==> config.mk <==
export PLATFORM = sky130hd
export DESIGN_NAME = pll_reset_sequencer
export DESIGN_NICKNAME = d
export VERILOG_FILES = /design/src/rtl/pll_reset_sequencer.sv
export SDC_FILE = /design/constraint.sdc
export NUM_CORES = 1
export LEC_CHECK = 0
export CAP_MARGIN = 40
export CORE_UTILIZATION = 40
export DETAILED_ROUTE_END_ITERATION = 10
export GPL_TIMING_DRIVEN = 0
export HOLD_SLACK_MARGIN = 0.05
export PLACE_DENSITY = 0.71
export SLEW_MARGIN = 20
export SYNTH_ARGS = -nofsm -noshare
export SYNTH_HDL_FRONTEND = slang
export SYNTH_SLANG_ARGS = --single-unit
==> constraint.sdc <==
create_clock -name clock_in -period 2.8 [get_ports clock_in]
set_input_delay 0.56 -clock clock_in [delete_from_list [all_inputs] [get_ports clock_in]]
set_output_delay 0.56 -clock clock_in [all_outputs]
set_load 0.03 [all_outputs]
==> src/rtl/pll_reset_sequencer.sv <==
// PLL reset sequencer: brings up a PLL from the 12 MHz reference clock,
// waits for a stable synchronized lock, then releases downstream reset.
// Failed lock attempts are retried a bounded number of times before the
// block parks in FAULT until enable is dropped.
module pll_reset_sequencer #(
    parameter int RESET_CYCLES  = 16,
    parameter int LOCK_TIMEOUT  = 4096,
    parameter int STABLE_CYCLES = 256,
    parameter int MAX_RETRIES   = 3
) (
    input  logic       clock_in,
    input  logic       reset_n,
    input  logic       enable,
    input  logic       locked,
    output logic       pll_resetb,
    output logic       sys_reset_n,
    output logic       ready,
    output logic       fault,
    output logic [2:0] state,
    output logic [7:0] lock_loss_count
);

    typedef enum logic [2:0] {
        IDLE      = 3'd0,
        PLL_RESET = 3'd1,
        WAIT_LOCK = 3'd2,
        STABLE    = 3'd3,
        RUN       = 3'd4,
        FAULT     = 3'd5
    } state_t;

    // One shared cycle counter serves every timed state; it only ever holds
    // values up to (longest interval - 1), so it never wraps while in use.
    localparam int MAX_AB  = (RESET_CYCLES > LOCK_TIMEOUT) ? RESET_CYCLES : LOCK_TIMEOUT;
    localparam int MAX_CNT = (MAX_AB > STABLE_CYCLES) ? MAX_AB : STABLE_CYCLES;
    localparam int CNT_W   = $clog2(MAX_CNT);
    localparam int RETRY_W = (MAX_RETRIES < 2) ? 1 : $clog2(MAX_RETRIES + 1);

    localparam logic [CNT_W-1:0]   RESET_LAST   = CNT_W'(RESET_CYCLES - 1);
    localparam logic [CNT_W-1:0]   TIMEOUT_LAST = CNT_W'(LOCK_TIMEOUT - 1);
    localparam logic [CNT_W-1:0]   STABLE_LAST  = CNT_W'(STABLE_CYCLES - 1);
    localparam logic [RETRY_W-1:0] RETRY_LIMIT  = RETRY_W'(MAX_RETRIES);

    state_t               cur_state;
    state_t               next_state;
    logic [CNT_W-1:0]     cnt;
    logic [CNT_W-1:0]     next_cnt;
    logic [RETRY_W-1:0]   retries;
    logic [RETRY_W-1:0]   next_retries;
    logic [7:0]           next_llc;
    logic                 lock_meta;
    logic                 lock_s;

    assign state = cur_state;

    // Two-flop synchronizer for the raw PLL lock; only lock_s is used below.
    always_ff @(posedge clock_in or negedge reset_n) begin
        if (!reset_n) begin
            lock_meta <= 1'b0;
            lock_s    <= 1'b0;
        end else begin
            lock_meta <= locked;
            lock_s    <= lock_meta;
        end
    end

    // Next-state, counter, retry and lock-loss bookkeeping; enable=0 overrides all.
    always_comb begin
        next_state   = cur_state;
        next_cnt     = cnt;
        next_retries = retries;
        next_llc     = lock_loss_count;
        if (!enable) begin
            next_state   = IDLE;
            next_retries = '0;
        end else begin
            case (cur_state)
                IDLE: next_state = PLL_RESET;
                PLL_RESET: begin
                    if (cnt == RESET_LAST) next_state = WAIT_LOCK;
                    else                   next_cnt   = cnt + CNT_W'(1);
                end
                WAIT_LOCK: begin
                    if (lock_s) begin
                        next_state = STABLE;
                    end else if (cnt == TIMEOUT_LAST) begin
                        if (retries < RETRY_LIMIT) begin
                            next_retries = retries + RETRY_W'(1);
                            next_state   = PLL_RESET;
                        end else begin
                            next_state = FAULT;
                        end
                    end else begin
                        next_cnt = cnt + CNT_W'(1);
                    end
                end
                STABLE: begin
                    if (!lock_s)                 next_state = WAIT_LOCK;
                    else if (cnt == STABLE_LAST) next_state = RUN;
                    else                         next_cnt   = cnt + CNT_W'(1);
                end
                RUN: begin
                    if (!lock_s) begin
                        next_state = PLL_RESET;
                        if (lock_loss_count != 8'hFF) next_llc = lock_loss_count + 8'd1;
                    end
                end
                FAULT: next_state = FAULT;
                default: next_state = IDLE;
            endcase
        end
        if (next_state != cur_state) next_cnt = '0;
        if (next_state == RUN && cur_state != RUN) next_retries = '0;
    end

    // State, counters and outputs; outputs decode the next state so they
    // change on the same edge as the state they belong to.
    always_ff @(posedge clock_in or negedge reset_n) begin
        if (!reset_n) begin
            cur_state       <= IDLE;
            cnt             <= '0;
            retries         <= '0;
            lock_loss_count <= 8'd0;
            pll_resetb      <= 1'b0;
            sys_reset_n     <= 1'b0;
            ready           <= 1'b0;
            fault           <= 1'b0;
        end else begin
            cur_state       <= next_state;
            cnt             <= next_cnt;
            retries         <= next_retries;
            lock_loss_count <= next_llc;
            pll_resetb      <= (next_state == WAIT_LOCK) || (next_state == STABLE) ||
                               (next_state == RUN);
            sys_reset_n     <= (next_state == RUN);
            ready           <= (next_state == RUN);
            fault           <= (next_state == FAULT);
        end
    end

endmodule

# Yosys cells after proc, flatten, opt, wreduce, memory -nomap -nowiden
# Index checks and enable logic that the tools add are counted.
# totals
word_cells,70
regBits,30
inputBits,4
# op_classes
muxes,23
n_bitwise,1
reduce_logical,9
add_sub_neg,3
order_cmp,1
n_eq_ne,24
# ops
cell,count
12-bit 2-to-1 mux,7
12-bit one-hot mux with 3 select lines,1
3-bit 2-to-1 mux,8
3-bit inequality test (second input constant),6
3-bit one-hot mux with 6 select lines,1
12-bit by 1-bit adder with 12-bit output (second input constant),1
12-bit == test (second input constant),1
12-bit by 4-bit == test with 1-bit output (second input constant),1
12-bit by 8-bit == test with 1-bit output (second input constant),1
3-bit by 2-bit == test with 1-bit output (second input constant),4
3-bit == test (second input constant),4
2-bit 2-to-1 mux,6
3-bit by 1-bit inequality test with 1-bit output (second input constant),3
8-bit by 1-bit adder with 8-bit output (second input constant),1
8-bit inequality test (second input constant),1
4-bit AND reduction,2
7-bit AND reduction,1
4-bit nonzero test,1
3-bit by 1-bit == test with 1-bit output (second input constant),1
3-bit logical NOT,1
3-bit by 2-bit inequality test with 1-bit output (second input constant),1
3-bit inequality test,1
2-bit by 1-bit adder with 2-bit output (second input constant),1
1-bit logical OR,2
other kinds (4),4

# Depth between registers and ports, before layout
# Gate-level depths: netlist (run 1).
# depth
ltp_word,10
mapped_depth,8

# Worst setup path before layout (run 1)
# OpenSTA, ideal clock, no wires.
# synth_timing
path_kind,register to register
from,reg cur_state[0] (netlist: state[0])
to,reg cnt[3]
path_stages_with_launch,9
synth_period_minus_slack_ps,2064
setup_slack_ps,736
path_buffers,2
setup_time_ps,118
arrival_time_ps,1946
required_time_ps,2682
cell_sequence,dfrtp_1 -> buf_6 -> or3b_1 -> nor4b_2 -> or2_1 -> o311ai_1 -> o211ai_2 -> buf_6 -> nor2_1
# synth_via
elab_chain_cells,7
elab_cells_between_ends,26
# synth_lines
item,line,rtl
start: declaration,44,state_t cur_state;
start signal: assignment,129,cur_state <= next_state;
3-bit 2-to-1 mux (on tied branches),"99, 86",
3-bit 2-to-1 mux (on tied branches),"98, 84",
3-bit one-hot mux with 6 select lines,77,case (cur_state)
3-bit 2-to-1 mux,73,if (!enable) begin
3-bit inequality test,112,if (next_state != cur_state) next_cnt = '0;
3-bit inequality test (no source line) (tied with other cells),n/a,
7-bit AND reduction (no source line),n/a,
end signal: assignment,130,cnt <= next_cnt;
end: declaration,46,logic [CNT_W-1:0] cnt;
# Parallel ways exist; a longest one is shown, timed or not. The select of a mux whose other input is x is not followed.
# A chain may end at the register's enable or synchronous reset.

# Worst setup path in the final report (run 1)
# layout_timing
from,reg cnt[0]
to,reg cnt[10]
# layout_via
elab_chain_cells,8
elab_cells_between_ends,28
# layout_lines
item,line
12-bit by 8-bit == test with 1-bit output / 12-bit == test (equally long branches),"99, 86"
3-bit 2-to-1 mux (on tied branches),"99, 86"
3-bit 2-to-1 mux (on tied branches),"98, 84"
3-bit one-hot mux with 6 select lines,77
3-bit 2-to-1 mux,73
3-bit inequality test,112
3-bit inequality test (no source line) (tied with other cells),n/a
7-bit AND reduction (no source line),n/a
# Parallel ways exist; a longest one is shown, timed or not. The select of a mux whose other input is x is not followed.

==> results, run 1 <==
- The hold violation total from the final report was 0.
- Of the total synthesized cell area, the portion taken by AND, OR, NAND and NOR gates is 27.3%.
- Setup repair after global routing left no endpoint under its margin.
- Entering global routing, the biggest net connects 31 pins.
- The global-route congestion overflow total is 0.
- The number of antenna violations at the first check in global routing was 0.
- The path depth of the worst reg2reg path is 8.
- The synthesis-to-finish area growth is 20.1%.
- The number of slew-limit violations in the final report was 0.
- For this run, the register share of the synthesized area comes to 45.3%.
- The count of flip-flops with a built-in enable after synthesis is 0.
- The total leakage power is 0.873 nW.
- The die covers 4400 um2.
- The largest family of logic cells by synthesized area is simple AND/OR/NAND/NOR gates.
- The number of endpoints failing setup at the final stage is 0.
- The max-cap violation count is 0.
- The run finished with clean final reports.
- The post-synthesis average cell area is 9.52 um2.
- Fill cells in the final layout number 382.
- The min-delay analysis places its worst path in the category input port to async pin.
- During synthesis, Yosys emitted a total of 0 warnings.
- The floorplan has 23 rows.
- The startpoint identified for the worst register-to-register timing path is cnt[0]$_DFFE_PN0P_.
- CTS built an H-tree with a depth of 2.
- The post-cts resize count is 0.
- On the final layout, the worst clock skew is 0.00818 ns.
- The final layout net count is 206.
- After clock tree synthesis, the clock-pin slew on the worst setup and hold paths is 0.07 ns.
- The first TritonRoute pass finished after 6 iterations.
- Global routing consumed, over all layers together, 17.8% of the routing resources.
- The gate count after technology mapping is 174.
- The repair_antennas step left the layout with diodes totalling 0.
- The worst-skew pair later-pin latency is 0.28 ns.
- Synthesis instantiated 44 different standard cells from the library.
- The post-synthesis sequential element count is 30.
- The utilization after layout is 49.7%.
- In this run the tool buffered the top-level ports with 18 buffer cells.
- The number of cells in the design after placement is 242.
- The parity-gate share of the synthesized area counting xor and xnor cells is 9.52%.
- The via count of the first global-routing pass was 1,327.
- The most used flip-flop cell after synthesis is sky130_fd_sc_hd__dfrtp_1.
- The element type at the critical path start is a flop.
- After Yosys synthesis, full adders, half adders and majority gates account for 2.27% of the synthesized area.
- The combined area of all synthesized cells is 1660 um2.
- Adding up every negative setup slack in the final design gives 0 ns.
- The area inside the core boundary is 4000 um2.
- The final route contains 1,364 vias.
- The first global-routing pass estimated 5770 um of wire.
- In this run the post-CTS setup repair buffer count came out at 0.
- Counting every sink on the clock net gives 30.
- Once the floorplan was initialized, standard cells occupied 41.4% of the core.
- The detail route stage leaves a number of antenna-violating nets equal to 0.
- Yosys attributes the largest share of cell area to sky130_fd_sc_hd__dfrtp_1, sky130_fd_sc_hd__xor2_1, sky130_fd_sc_hd__nand3_1.
- After synthesis, the most frequently instantiated cells are sky130_fd_sc_hd__dfrtp_1, sky130_fd_sc_hd__nor2_1, sky130_fd_sc_hd__nand2_1, sky130_fd_sc_hd__nand3_1, sky130_fd_sc_hd__xor2_1.
- Of all nets on the critical path, the largest fanout is 10.
- The fraction of final layout cells sized beyond drive strength 1 is 9.00%.
- Of all flip-flops after synthesis, the portion carrying an async set or reset was 100%.
- The net count after synthesis is 181.
- The number of buffers on the longest clock path is 2.
- TritonCTS built the clock tree.
- For the worst setup path, the data required time is 2.98 ns.
- The multiplexer area fraction after synthesis is 0.604%.
- The area fraction of the dominant cell type after synthesis is 45.3%.
- The synthesized netlist devotes 11.5% of its cell area to compound gates.
- Summing all flip-flop and latch instances after layout gives 751 um2.
- The worst path in the final design needs a cycle of 2.18 ns, including I/O delays and setup.
- The endpoint of the most critical register-to-register path is cnt[10]$_DFFE_PN0P_.
- Clock tree synthesis inserted a total of 5 buffers.
- Dividing the detail-routed wire length by the instance count gives 13.1 um.
- The number of hold buffers added after CTS was 0.
- For this block, the routed nets add up to 3270 um of wire.
- The most frequent cell after synthesis is sky130_fd_sc_hd__dfrtp_1.
- The headroom to the max-slew limit is 55.9%.
- The worst setup path category is flop to flop.
- STA classifies the critical path endpoint as a flop.
- Across all register-to-register paths, the minimum setup slack is 0.62 ns.
- In this run, the number of DRC markers left after iteration 0 of detailed routing was 97.
- The wire-length estimate of the detail-placed layout is 2370 um.
- Dividing the final minimum period by the clock period gives 78.0%.
- For the worst setup path, the data arrival time is 2.36 ns.
- The number of top-level pins is 19.
- In this run the horizontal extent of the chip is 66.4 um.
- The congestion estimate from routability-driven global placement came to 0.808.
- Once layout is complete, the cells apart from fillers number 250.
- IR analysis of the VDD net gives a maximum drop of 0.326 mV.
- The largest total area in the synthesized netlist belongs to sky130_fd_sc_hd__dfrtp_1.
- The root cell of the clock tree is sky130_fd_sc_hd__clkbuf_8.
- For this run, design rule violations remaining after detail routing come to 0.
- The power density of the placed cells is 429 nW/um2.
- Derived from the worst setup path, the maximum achievable clock frequency is 0.458 GHz.
- Measured along the y axis, the die boundary spans 66.4 um.
- The ratio of routed vias to standard cells is 5.46.
- The actual transition at the worst max-transition pin is 0.661 ns.
- The multi-input combinational cell area is 848 um2.
## registers in the layout, summed over array words and instances, names as in the netlist
name,count
lock_meta,1
state,3
pll_resetb,1
cnt,12
fault,1
lock_s,1
retries,2
lock_loss_count,8
ready,1
## area by class of cell
cell class                 instances  share of cell area (%)
tap                               50                    3.14
inverter                           3                   0.566
buffer                             7                    2.33
sequential                        30                    37.7
multi-input combinational        134                    42.6
clock inverter                     2                   0.629
timing repair buffer              18                    8.81
clock buffer                       6                    4.15
## cell usage in the layout, fill, tap and decap left out, types with 3 or more instances in the layout
| master | n |
|---|---|
| sky130_fd_sc_hd__a21oi_1 | 6 |
| sky130_fd_sc_hd__and2_1 | 3 |
| sky130_fd_sc_hd__and3_1 | 5 |
| sky130_fd_sc_hd__clkbuf_1 | 3 |
| sky130_fd_sc_hd__clkbuf_8 | 6 |
| sky130_fd_sc_hd__clkdlybuf4s50_1 | 17 |
| sky130_fd_sc_hd__dfrtp_1 | 30 |
| sky130_fd_sc_hd__ha_1 | 3 |
| sky130_fd_sc_hd__inv_1 | 3 |
| sky130_fd_sc_hd__nand2_1 | 17 |
| sky130_fd_sc_hd__nand2b_1 | 3 |
| sky130_fd_sc_hd__nand3_1 | 17 |
| sky130_fd_sc_hd__nand4_1 | 4 |
| sky130_fd_sc_hd__nor2_1 | 19 |
| sky130_fd_sc_hd__nor2b_1 | 3 |
| sky130_fd_sc_hd__nor3_1 | 4 |
| sky130_fd_sc_hd__or3_1 | 3 |
| sky130_fd_sc_hd__xnor2_1 | 7 |
| sky130_fd_sc_hd__xor2_1 | 11 |
## worst max-delay path by stage
stage | from | end | slack [ns] | depth (start not counted)
2_1_floorplan | state[0]$_DFF_PN0_ | cnt[3]$_DFFE_PN0P_ | 0.74 | 8
3_3_place_gp | enable | cnt[10]$_DFFE_PN0P_ | 0.39 | 8
3_5_place_dp | enable | cnt[10]$_DFFE_PN0P_ | 0.39 | 8
4_1_cts | cnt[0]$_DFFE_PN0P_ | cnt[10]$_DFFE_PN0P_ | 0.65 | 8
5_1_grt | cnt[0]$_DFFE_PN0P_ | cnt[6]$_DFFE_PN0P_ | 0.45 | 8
6_report | cnt[0]$_DFFE_PN0P_ | cnt[10]$_DFFE_PN0P_ | 0.62 | 8
## cells by family (layout without fill, tap and decap cells)
kind of cell | Yosys count | count (layout)
compound gates | 25 | 25
xor+xnor | 18 | 18
fa+ha+maj | 3 | 3
buf+inv | 10 | 36
flops | 30 | 30
mux | 1 | 1
simple gates | 87 | 87
## report_power, final
group / switching [mW] / total [mW] / internal (mW) / leakage, nW
Sequential: 0.00576 / 0.444 / 0.439 / 0.411
Clock: 0.162 / 0.359 / 0.197 / 0.0472
Combinational: 0.0322 / 0.0502 / 0.0180 / 0.414
Total: 0.200 / 0.853 / 0.654 / 0.873
## critical path, cell delays in order, from the launching register on
cell,delay (ns)
sky130_fd_sc_hd__dfrtp_1,0.42
sky130_fd_sc_hd__ha_1,0.23
sky130_fd_sc_hd__nand3_1,0.22
sky130_fd_sc_hd__o31ai_1,0.11
sky130_fd_sc_hd__a211oi_1,0.31
sky130_fd_sc_hd__clkbuf_1,0.38
sky130_fd_sc_hd__nand4_1,0.18
sky130_fd_sc_hd__xor2_1,0.17
sky130_fd_sc_hd__nor2_1,0.05
## per-layer routing
layer | share of wire (%) | track usage (%) | vias to the layer above
met5 | 0 | 0 | -
met4 | 2.9 | 11.2 | 0
met3 | 3.8 | 4.83 | 9
met2 | 47 | 27.4 | 26
met1 | 46 | 21.8 | 663
li1 | - | - | 666
## metrics by stage
stage / power, mW / area, um2 / hold slack, ns / worst slack (ns)
after floorplan: 0.481 / 1660 / 0.264 / 0.736
after global placement: 0.503 / 1900 / 0.337 / 0.391
after detailed placement: 0.503 / 1890 / 0.350 / 0.386
after CTS: 0.865 / 1990 / 0.323 / 0.648
after global routing: 0.891 / 1990 / 0.352 / 0.447
final: 0.853 / 1990 / 0.305 / 0.616
(Power assumes the default switching activity.)
==> inputs of run 2 (changes only) <==
--- a/config.mk
+++ b/config.mk
@@ -10,7 +10,7 @@
 export DETAILED_ROUTE_END_ITERATION = 10
 export GPL_TIMING_DRIVEN = 0
 export HOLD_SLACK_MARGIN = 0.05
-export PLACE_DENSITY = 0.71
+export PLACE_DENSITY = 0.73
 export SLEW_MARGIN = 20
 export SYNTH_ARGS = -nofsm -noshare
 export SYNTH_HDL_FRONTEND = slang
==> constraint.sdc (replaced) <==
create_clock -name clock_in -period 2 [get_ports clock_in]
set_input_delay 0.4 -clock clock_in [delete_from_list [all_inputs] [get_ports clock_in]]
set_output_delay 0.4 -clock clock_in [all_outputs]
set_load 0.03 [all_outputs]
==> run 2 against run 1 <==
Against the previous run:
- the flow now finishes with violations (negative setup slack)
- sequential cell count unchanged
- critical path depth is 1 lower
- register-to-register slack got worse by 0.65 ns
- routed wire length rose by 9.9%
- worst setup slack got worse by 0.65 ns
- largest cell class unchanged
- global-route usage shrank 0.51 points
- via count is 4.1% higher
- utilization up 5.7 points
- clock-buffer cell count grew 1
- cell count up 5.6%
==> results, run 2 (synthesis results as in run 1) <==
- The flow ran to the end, but the final reports show violations.
- The checks that failed: negative setup slack.
- Compared with the post-synthesis result, the final layout area differs by 33.8%.
- The final route contains 1,420 vias.
- The number of antenna violations at the first check in global routing is 0.
- The total leakage power is 0.968 nW.
- The register with the most flip-flops is cnt.
- Static timing analysis puts the maximum clock frequency at 0.491 GHz.
- On the worst path, the slowest cell contributes a delay of 0.42 ns.
- The number of endpoints failing setup at the final stage is 12.
- The number of top-level pins is 19.
- Clock-pin slew was measured on the worst setup and hold paths at 0.07 ns.
- The worst setup slack after placement is -0.247 ns.
- The top fanout value on the critical path is 6.
- Traced cell by cell, the critical path runs through nand4_1 > buf_4 > a31o_2 > o41a_1 > o211ai_2 > buf_4 > nor2_1.
- At the pin with the least slew margin, the transition time is 0.653 ns.
- The area inside the core boundary is 4000 um2.
- STA classifies the critical path endpoint as a flop.
- The number of slew-limit violations in the final report was 0.
- The final layout net count is 220.
- In this run the tightest slew margin relative to its limit is 56.5%.
- The endpoint of the most critical register-to-register path is cnt[2]$_DFFE_PN0P_.
- The tightest min-delay check is of the input port to async pin type.
- Measured along the x axis, the die boundary spans 66.4 um.
- After layout, the minimum clock period comes to 2.04 ns.
- Across all register-to-register paths, the minimum setup slack is -0.04 ns.
- The path depth of the worst reg2reg path is 7.
- Tracing the worst setup path back leads to its startpoint at cnt[5]$_DFFE_PN0P_.
- The most common cell after layout, fill and taps aside is sky130_fd_sc_hd__dfrtp_1.
- For this run, design rule violations remaining after detail routing come to 0.
- The maximum vdd drop is 0.291 mV.
- The detail route stage leaves a number of antenna-violating nets equal to 0.
- Setup repair after global routing could not meet its margin everywhere.
- The count of buffers added on input and output ports is 18.
- Summed over all layers, the global routing overflow is 0.
- Max-cap violations in this run came to 0.
- Once the floorplan was initialized, standard cells occupied 41.4% of the core.
- After detailed routing, the number of vias per cell comes to 5.38.
- The standard cell area after detailed placement is 1910 um2.
- At the worst endpoint, the required time is 2.17 ns.
- The H-tree generated during clock tree synthesis spans 2 levels.
- The finished layout cell area is 2220 um2.
- The utilization after layout is 55.4%.
- The first global-routing pass estimated 5630 um of wire.
- In the final layout, the multi-input gates occupy 961 um2.
- On the critical path, the stage with the largest delay is an instance of sky130_fd_sc_hd__dfrtp_2.
- The via count of the first global-routing pass was 1,242.
- The die height is 66.4 um.
- The worst-skew pair later-pin latency is 0.28 ns.
- The worst register-to-register path begins at cnt[5]$_DFFE_PN0P_.
- Data arrives at the worst endpoint at 2.20 ns.
- The first detailed-routing pass ran for 4 iterations.
- The number of buffers on the longest clock path is 2.
- After detailed routing, the total wire length is 3600 um.
- The power density of the placed cells is 547 nW/um2.
- Entering global routing, the biggest net connects 31 pins.
- The average wire per cell in the routed design is 13.6 um.
- The number of hold buffers added after CTS is 0.
- TritonCTS built the clock tree.
- The fraction of final layout cells sized beyond drive strength 1 is 26.6%.
- The root cell of the clock tree is sky130_fd_sc_hd__clkbuf_8.
- The repair_antennas step left the layout with diodes totalling 0.
- The wire-length estimate of the detail-placed layout is 2280 um.
- The die covers 4400 um2.
- The congestion estimate from routability-driven global placement came to 0.823.
- The number of clock buffers added by TritonCTS is 5.
- On the final layout, the worst hold slack is 0.146 ns.
- The worst clock skew on the final layout is 0.00719 ns.
- In the layout the commonest cells are sky130_fd_sc_hd__dfrtp_1, sky130_fd_sc_hd__buf_4, sky130_fd_sc_hd__nand2_1, sky130_fd_sc_hd__clkdlybuf4s50_1, sky130_fd_sc_hd__nand3_1.
- The worst setup path category is flop to flop.
- The minimum setup slack in the final design is -0.0364 ns.
- By instance count, the cell type seen most on the critical path is sky130_fd_sc_hd__buf_4.
- The number of flip-flops under the largest register name is 12.
- Global routing consumed, over all layers together, 17.3% of the routing resources.
- The layout has 338 filler cells.
- After layout, the worst path uses 102% of the clock period.
- The total number of placement rows is 23.
- The element type at the critical path start is a flop.
- Registers take 758 um2.
- The initial detailed-routing violation count is 98.
- Clock tree synthesis found a total of 30 sinks.
- The hold violation total from the final report is 0.
==> run 2: cell types whose count changed in the layout (fill, tap and decap cells not counted), moves of 2 or more <==
cell                       before  now
sky130_fd_sc_hd__clkbuf_1       3    1
sky130_fd_sc_hd__clkbuf_2       0    2
sky130_fd_sc_hd__a21oi_1        6    4
sky130_fd_sc_hd__buf_4          1   18
sky130_fd_sc_hd__dfrtp_1       30   24
sky130_fd_sc_hd__nor2_1        19   13
sky130_fd_sc_hd__nor2_2         0    6
sky130_fd_sc_hd__dfrtp_2        0    6
==> run 2: stage by stage <==
stage,total power [mW],TNS (ns),cells
after global routing,1.25,-1.82,264
final,1.21,-0.245,264
after global placement,0.705,-2.74,242
after CTS,1.21,-0.104,258
after detailed placement,0.705,-2.62,242
after floorplan,0.674,0,174
==> run 2: report_power, final <==
part / total (mW) / switching, mW / internal (mW)
sequential: 0.622 / 0.00812 / 0.614
clock: 0.499 / 0.222 / 0.277
combinational: 0.0919 / 0.0540 / 0.0378
==> run 2: what timing repair did <==
item	4_1_cts	5_1_grt
cloned	1	0
buffers inserted	9	6
endpoints found under the setup margin	14	19
pin swaps	6	8
resized for setup	6	27
==> run 2: per-layer routing <==
metal  part of all wire, %  global-route usage [%]  up-vias
met5                     0                       0        -
met4                   1.6                    7.18        0
met3                   3.5                    4.14        6
met2                    46                    26.0       30
met1                    49                    23.5      690
li1                      -                       -      694
==> run 2: how the worst max path moves through the flow <==
stage / end / slack (ns)
floorplan: cnt[3]$_DFFE_PN0P_ / 0.009
global placement: cnt[10]$_DFFE_PN0P_ / -0.26
detailed placement: cnt[8]$_DFFE_PN0P_ / -0.25
CTS: cnt[2]$_DFFE_PN0P_ / -0.02
global route: cnt[8]$_DFFE_PN0P_ / -0.16
finish: cnt[2]$_DFFE_PN0P_ / -0.04
==> run 2: cell type report <==
class / instances / share of cell area, %
Buffer: 5 / 1.64
Timing Repair Buffer: 34 / 13.3
Clock inverter: 1 / 0.226
Sequential cell: 30 / 34.2
Clock buffer: 7 / 3.90
Inverter: 3 / 0.508
Tap cell: 50 / 2.82
Multi-Input combinational cell: 134 / 43.4
==> run 2: worst max-delay path, delay by kind of cell (launching register included) <==
kind | cells | cell delay [ns]
buf+inv | 2 | 0.42
compound gates | 3 | 0.74
simple gates | 2 | 0.34
flops | 1 | 0.42
==> inputs of run 3 (changes only) <==
--- a/config.mk
+++ b/config.mk
@@ -11,6 +11,7 @@
 export GPL_TIMING_DRIVEN = 0
 export HOLD_SLACK_MARGIN = 0.05
 export PLACE_DENSITY = 0.73
+export SKIP_CTS_REPAIR_TIMING = 1
 export SLEW_MARGIN = 20
 export SYNTH_ARGS = -nofsm -noshare
 export SYNTH_HDL_FRONTEND = slang
==> run 3 against run 2 <==
Against the previous run:
- the flow still finishes with violations (negative setup slack)
- worst setup slack lost 0.064 ns
- worst hold slack improved by 0.00063 ns
- critical path depth did not move
- sequential cell count is the same
- die area stayed put
- critical path type unchanged
- highest routed layer unchanged
==> results, run 3 (synthesis results as in run 1) <==
- The pin count of the biggest net entering global routing is 31.
- The via count of the first global-routing pass came to 1,178.
- The most common cell after layout, fill and taps aside is sky130_fd_sc_hd__dfrtp_1.
- In this run the tool buffered the top-level ports with 18 buffer cells.
- Including well taps, the total number of placed cells is 242.
- Of the cells placed in the final design, the portion with a size suffix greater than 1 is 24.3%.
- On the final layout, the worst clock skew is 0.00802 ns.
- The clock sink total is 30.
- The area inside the core boundary is 4000 um2.
- The first-pass GRT wire length is 5290 um.
- The top fanout value on the critical path is 6.
- The flow ran to the end, but the final reports show violations.
- In this run the remaining antenna-violating nets after routing total 0.
- The die covers 4400 um2.
- Walking the worst path, the cells encountered are or3b_4 > nor4b_4 > or2_1 > o311ai_2 > o211ai_2 > buf_6 > nor2_1.
- By startpoint and endpoint, the worst setup path is classified as flop to flop.
- The number of buffers on the longest clock path is 2.
- The minimum period implied by the final worst setup slack is 2.10 ns.
- The HPWL after detailed placement is 2280 um.
- Across every metal layer, demand over resource in global routing totals 16.2%.
- The global-route congestion overflow total is 0.
- The synthesis-to-finish area growth is 32.6%.
- The minimum setup slack in the final design is -0.101 ns.
- The final reports fail on negative setup slack.
- The maximum single-stage delay on the critical path is 0.45 ns.
- The final clock period utilization by the worst path is 105%.
- The antenna diode instance count is 0.
- Across all layers, the routed design uses 1,384 vias.
- The final layout net count is 216.
- For this run, the top clock speed supported by timing is 0.476 GHz.
- The initial core utilization is 41.4%.
- The worst register-to-register path has a depth of 7.
- Headroom to the max-slew limit came out at 56.6%.
- For this run, design rule violations remaining after detail routing come to 0.
- For the worst setup path, the data required time is 2.17 ns.
- The number of slew-limit violations in the final report was 0.
- Dividing the detail-routed wire length by the instance count gives 14.2 um.
- The die height is 66.4 um.
- The maximum vdd drop is 0.292 mV.
- The congestion estimate from routability-driven global placement came to 0.823.
- Counting flops per register, the top entry is cnt.
- The number of top-level pins is 19.
- The count of cells in the finished layout, fillers not included, comes to 260.
- The power density of the placed cells is 551 nW/um2.
- In this run the core area contains 23 standard-cell rows.
- The worst setup path is launched from a flop.
- The actual transition at the worst max-transition pin is 0.651 ns.
- The total wire length is 3700 um.
- The clock-pin slew on the worst setup and hold paths is 0.07 ns.
- The hold violation total from the final report was 0.
- The iteration count of the initial detailed-routing pass is 4.
- The total clock buffers created by CTS is 5.
- The total leakage power is 0.968 nW.
- The utilization after layout is 54.9%.
- The min-delay analysis places its worst path in the category input port to async pin.
- In the layout the commonest cells are sky130_fd_sc_hd__dfrtp_1, sky130_fd_sc_hd__clkdlybuf4s50_1, sky130_fd_sc_hd__nand2_1, sky130_fd_sc_hd__nand3_1, sky130_fd_sc_hd__nor2_1.
- The aggregate negative setup slack is -0.980 ns.
- The ratio of routed vias to standard cells is 5.32.
- The x dimension of the die is 66.4 um.
- Setup repair after global routing could not meet its margin everywhere.
- The slowest cell on the critical path is sky130_fd_sc_hd__dfrtp_2.
- The number of antenna violations at the first check in global routing was 0.
- The max-cap violation count is 0.
- The number of endpoints failing setup at the final stage is 12.
- For the worst-skew pair, the clock arrives at the later sink with an insertion delay of 0.28 ns.
- The worst-case hold slack is 0.147 ns.
- The root buffer cell chosen for the clock tree is sky130_fd_sc_hd__clkbuf_8.
- TritonCTS built the clock tree.
- Summing internal, switching and leakage power gives 1.21 mW.
- The worst setup path is captured at a flop.
- CTS built an H-tree with a depth of 2.
- The initial detailed-routing violation count is 99.
- For the worst setup path, the data arrival time is 2.27 ns.
- The number of flip-flops under the largest register name is 12.
[run 3: final timing paths]
kind                                           from                             end  slack [ns]
worst max-delay path             state[2]$_DFF_PN0_              cnt[5]$_DFFE_PN0P_       -0.10
worst min-delay path                        reset_n  lock_loss_count[7]$_DFFE_PN0P_        0.15
worst max register to register   state[2]$_DFF_PN0_              cnt[5]$_DFFE_PN0P_       -0.10
worst min register to register  lock_meta$_DFF_PN0_                lock_s$_DFF_PN0_        0.36
max in group asynchronous                   reset_n              state[2]$_DFF_PN0_        1.40
min in group clock_in           lock_meta$_DFF_PN0_                lock_s$_DFF_PN0_        0.36
[run 3: critical path, delay by kind of cell, from the launching register on]
| kind | cells | cell delay (ns) |
|---|---|---|
| simple gates | 4 | 0.96 |
| flops | 1 | 0.45 |
| buf+inv | 1 | 0.19 |
| compound gates | 2 | 0.39 |
[run 3: layout make-up]
| type | instances | area [um2] |
|---|---|---|
| Clock inverter | 1 | 5.00 |
| Fill cell | 345 | 1800 |
| Timing Repair Buffer | 30 | 267 |
| Tap cell | 50 | 62.6 |
| Clock buffer | 7 | 86.3 |
| Sequential cell | 30 | 753 |
| Multi-Input combinational cell | 134 | 977 |
| Inverter | 3 | 11.3 |
| Buffer | 5 | 33.8 |
[run 3: metrics by stage]
stage,setup slack (ns),instance area [um2]
floorplan,0.00915,1670
global placement,-0.263,1920
detailed placement,-0.247,1910
CTS,-0.120,2000
global route,-0.161,2200
finish,-0.101,2200
[run 3: report_power, final]
group | internal [mW] | switching, mW
registers | 0.614 | 0.0108
logic | 0.0342 | 0.0527
clock network | 0.277 | 0.221
[run 3: metal layers]
metal | global-route usage, % | wire length [um] | up-vias
met5 | 0 | 0 | -
met4 | 7.18 | 92 | 0
met3 | 4.14 | 83 | 9
met2 | 23.2 | 1680 | 18
met1 | 22.6 | 1850 | 674
li1 | - | - | 683
==> RTL edit, RTL diff (settings of run 2) <==
`LOCK_TIMEOUT`: 4096 -> 2048.
--- a/src/rtl/pll_reset_sequencer.sv
+++ b/src/rtl/pll_reset_sequencer.sv
@@ -5,5 +5,5 @@
 module pll_reset_sequencer #(
     parameter int RESET_CYCLES  = 16,
-    parameter int LOCK_TIMEOUT  = 4096,
+    parameter int LOCK_TIMEOUT  = 2048,
     parameter int STABLE_CYCLES = 256,
     parameter int MAX_RETRIES   = 3
Behaviour: no difference found for any inputs over 10 cycles, from zero or initial values and one cycle with reset_n low; that may be too few to reach the edited logic, so the function may still have changed.
==> RTL edit against run 2 <==
  * The flow still finishes with violations (setup timing)
  * Power is 16% higher
  * Sequential power is 3.9% lower
  * Worst setup slack worse by 0.36 ns
  * Sequential cell count is 1 lower
  * Final area is 8.9% higher
  * Clock power is 45% higher
  * Utilization is 3.2 points higher
  * Synthesized area is 6.8% higher
  * Via count is 11% higher
  * Clock skew is 0.0010 ns lower
  * Wire length is 24% higher
  * Combinational power is 8.7% lower
  * Final cell count is 1.9% lower
  * Critical endpoint is now cnt[10]
==> RTL edit: results (changes against run 2) <==
STA
  • Final worst-path setup slack: -0.394 ns (-0.358 ns)
  • Hold_ws: 0.156 ns (+0.00965 ns)
  • Setup violators final: 17 (+5)
  • Tightest Pin Transition: 0.674 ns (+0.0214 ns)
  • Clock Skews: 0.00618 ns (-0.00101 ns)
  • Final setup TNS: -4.84 ns (-4.60 ns)

Placed design
  • Detailed placement HPWL: 2630 um (+15%)
  • Cells after DPL: 235 (-2.9%)
  • Port Buffers: 17 (-1)
  • Placed Area: 2020 sq um (+5.6%)

Synth
  • Mapped Nets: 175 (-3.3%)
  • Synth top area cells: dfrtp_1 41%, a211oi_2 7.1%, o31ai_1 3.4%
  • Mapped Avg Cell Area: 10.5 sq um (+11%)
  • Post-synthesis sequential area ratio: 41.0% (-4.3 points)
  • Most frequent cells after synthesis: 29 x dfrtp_1, 10 x a211oi_2, 10 x nand2_1, 10 x nor2_1, 8 x o31ai_1
  • Post-synthesis compound-gate area fraction: 24.1% (+13 points)
  • Mux share of post-synthesis cell area: 1.77% (+1.2 points)
  • Netlist cell types: 51 (+16%)
  • Synth Area in XOR/XNOR: 3.96% (-5.6 points)

Setup path
  • Worst r2r path cells: 6 (-1)
  • Slowest CP cell: or4_4
  • Reg2reg start: cnt[7]
  • Worst EP arrival: 2.58 ns (+0.38 ns)

Detailed routing
  • Initial DRC count: 154 (+57%)
  • Met2 wire length: 2160 um (+31%)
  • Post-route met1 wirelength: 2050 um (+16%)

Layout
  • Inverters, non-clock: 5 (+2)
  • CLK BUF: 5 (-2)
  • Final sequential cell count: 29 (-3.3%)
  • Comb_multi_in: 124 (-7.5%)
  • Data buffer area share: 15.4% (+0.44 points)
  • Post-route cell area: 2410 sq um (+8.9%)
  • Layout filler cell count: 334 (-1.2%)
  • Clock buffers and inverters, area share: 5.55% (+1.4 points)
  • Multi-input combinational area share: 45.4% (+2.1 points)
  • Signal buffers: 43 (+10%)
  • Seq/total area: 30.2% (-4.0 points)
  • Layout cells sized above 1: 36.8% (+10 points)
  • # nets final: 215 (-2.3%)

Power and ir drop
  • Peak supply drop: 0.419 mV (+44%)

Global route
  • Met1 global-route usage: 29.6% (+6.1 points)
  • Vias in the first global route: 1,480 (+19%)
  • Total track usage: 21.4% (+4.2 points)
  • GR met2 Demand/Resource: 32.8% (+6.8 points)
  • Largest net degree at the start of global routing: 30 (-3.2%)
  • First-pass GRT wire length: 7350 um (+31%)

Status
  • Failing checks: setup timing
  • Status: finished, violations left

CTS
  • Resized cells post-CTS: 20 (+14)
  • CTS H-tree lvls: 2 (unchanged)
  • # Post-CTS Setup Buffers: 10 (+1)

Die
  • Die width: 68.5 um (+3.2%)
==> RTL edit: changes by cell type after synthesis, moves of 6 or more <==
cell / delta
a211oi_2: +10
nand2_1: -7
or4_1: +6
nand3_1: -10
o31ai_1: +6
nor2_1: -9
xor2_1: -7
==> RTL edit: worst max-delay path by stage <==
stage                     slack [ns]  depth (start not counted)    from  endpoint
after floorplan                -0.17                          6  cnt[4]    cnt[0]
after global placement         -0.42                          7  cnt[4]    cnt[1]
after detailed placement       -0.44                          7  cnt[4]    cnt[1]
after CTS                      -0.33                          6  cnt[7]   cnt[10]
after global routing           -0.43                          6  cnt[7]   cnt[10]
final                          -0.39                          6  cnt[7]   cnt[10]
==> RTL edit: report_power, final <==
part            total, W  internal, W  switching, W
registers       0.000598     0.000591    0.00000705
clock network   0.000726     0.000495      0.000232
logic          0.0000839    0.0000304     0.0000535
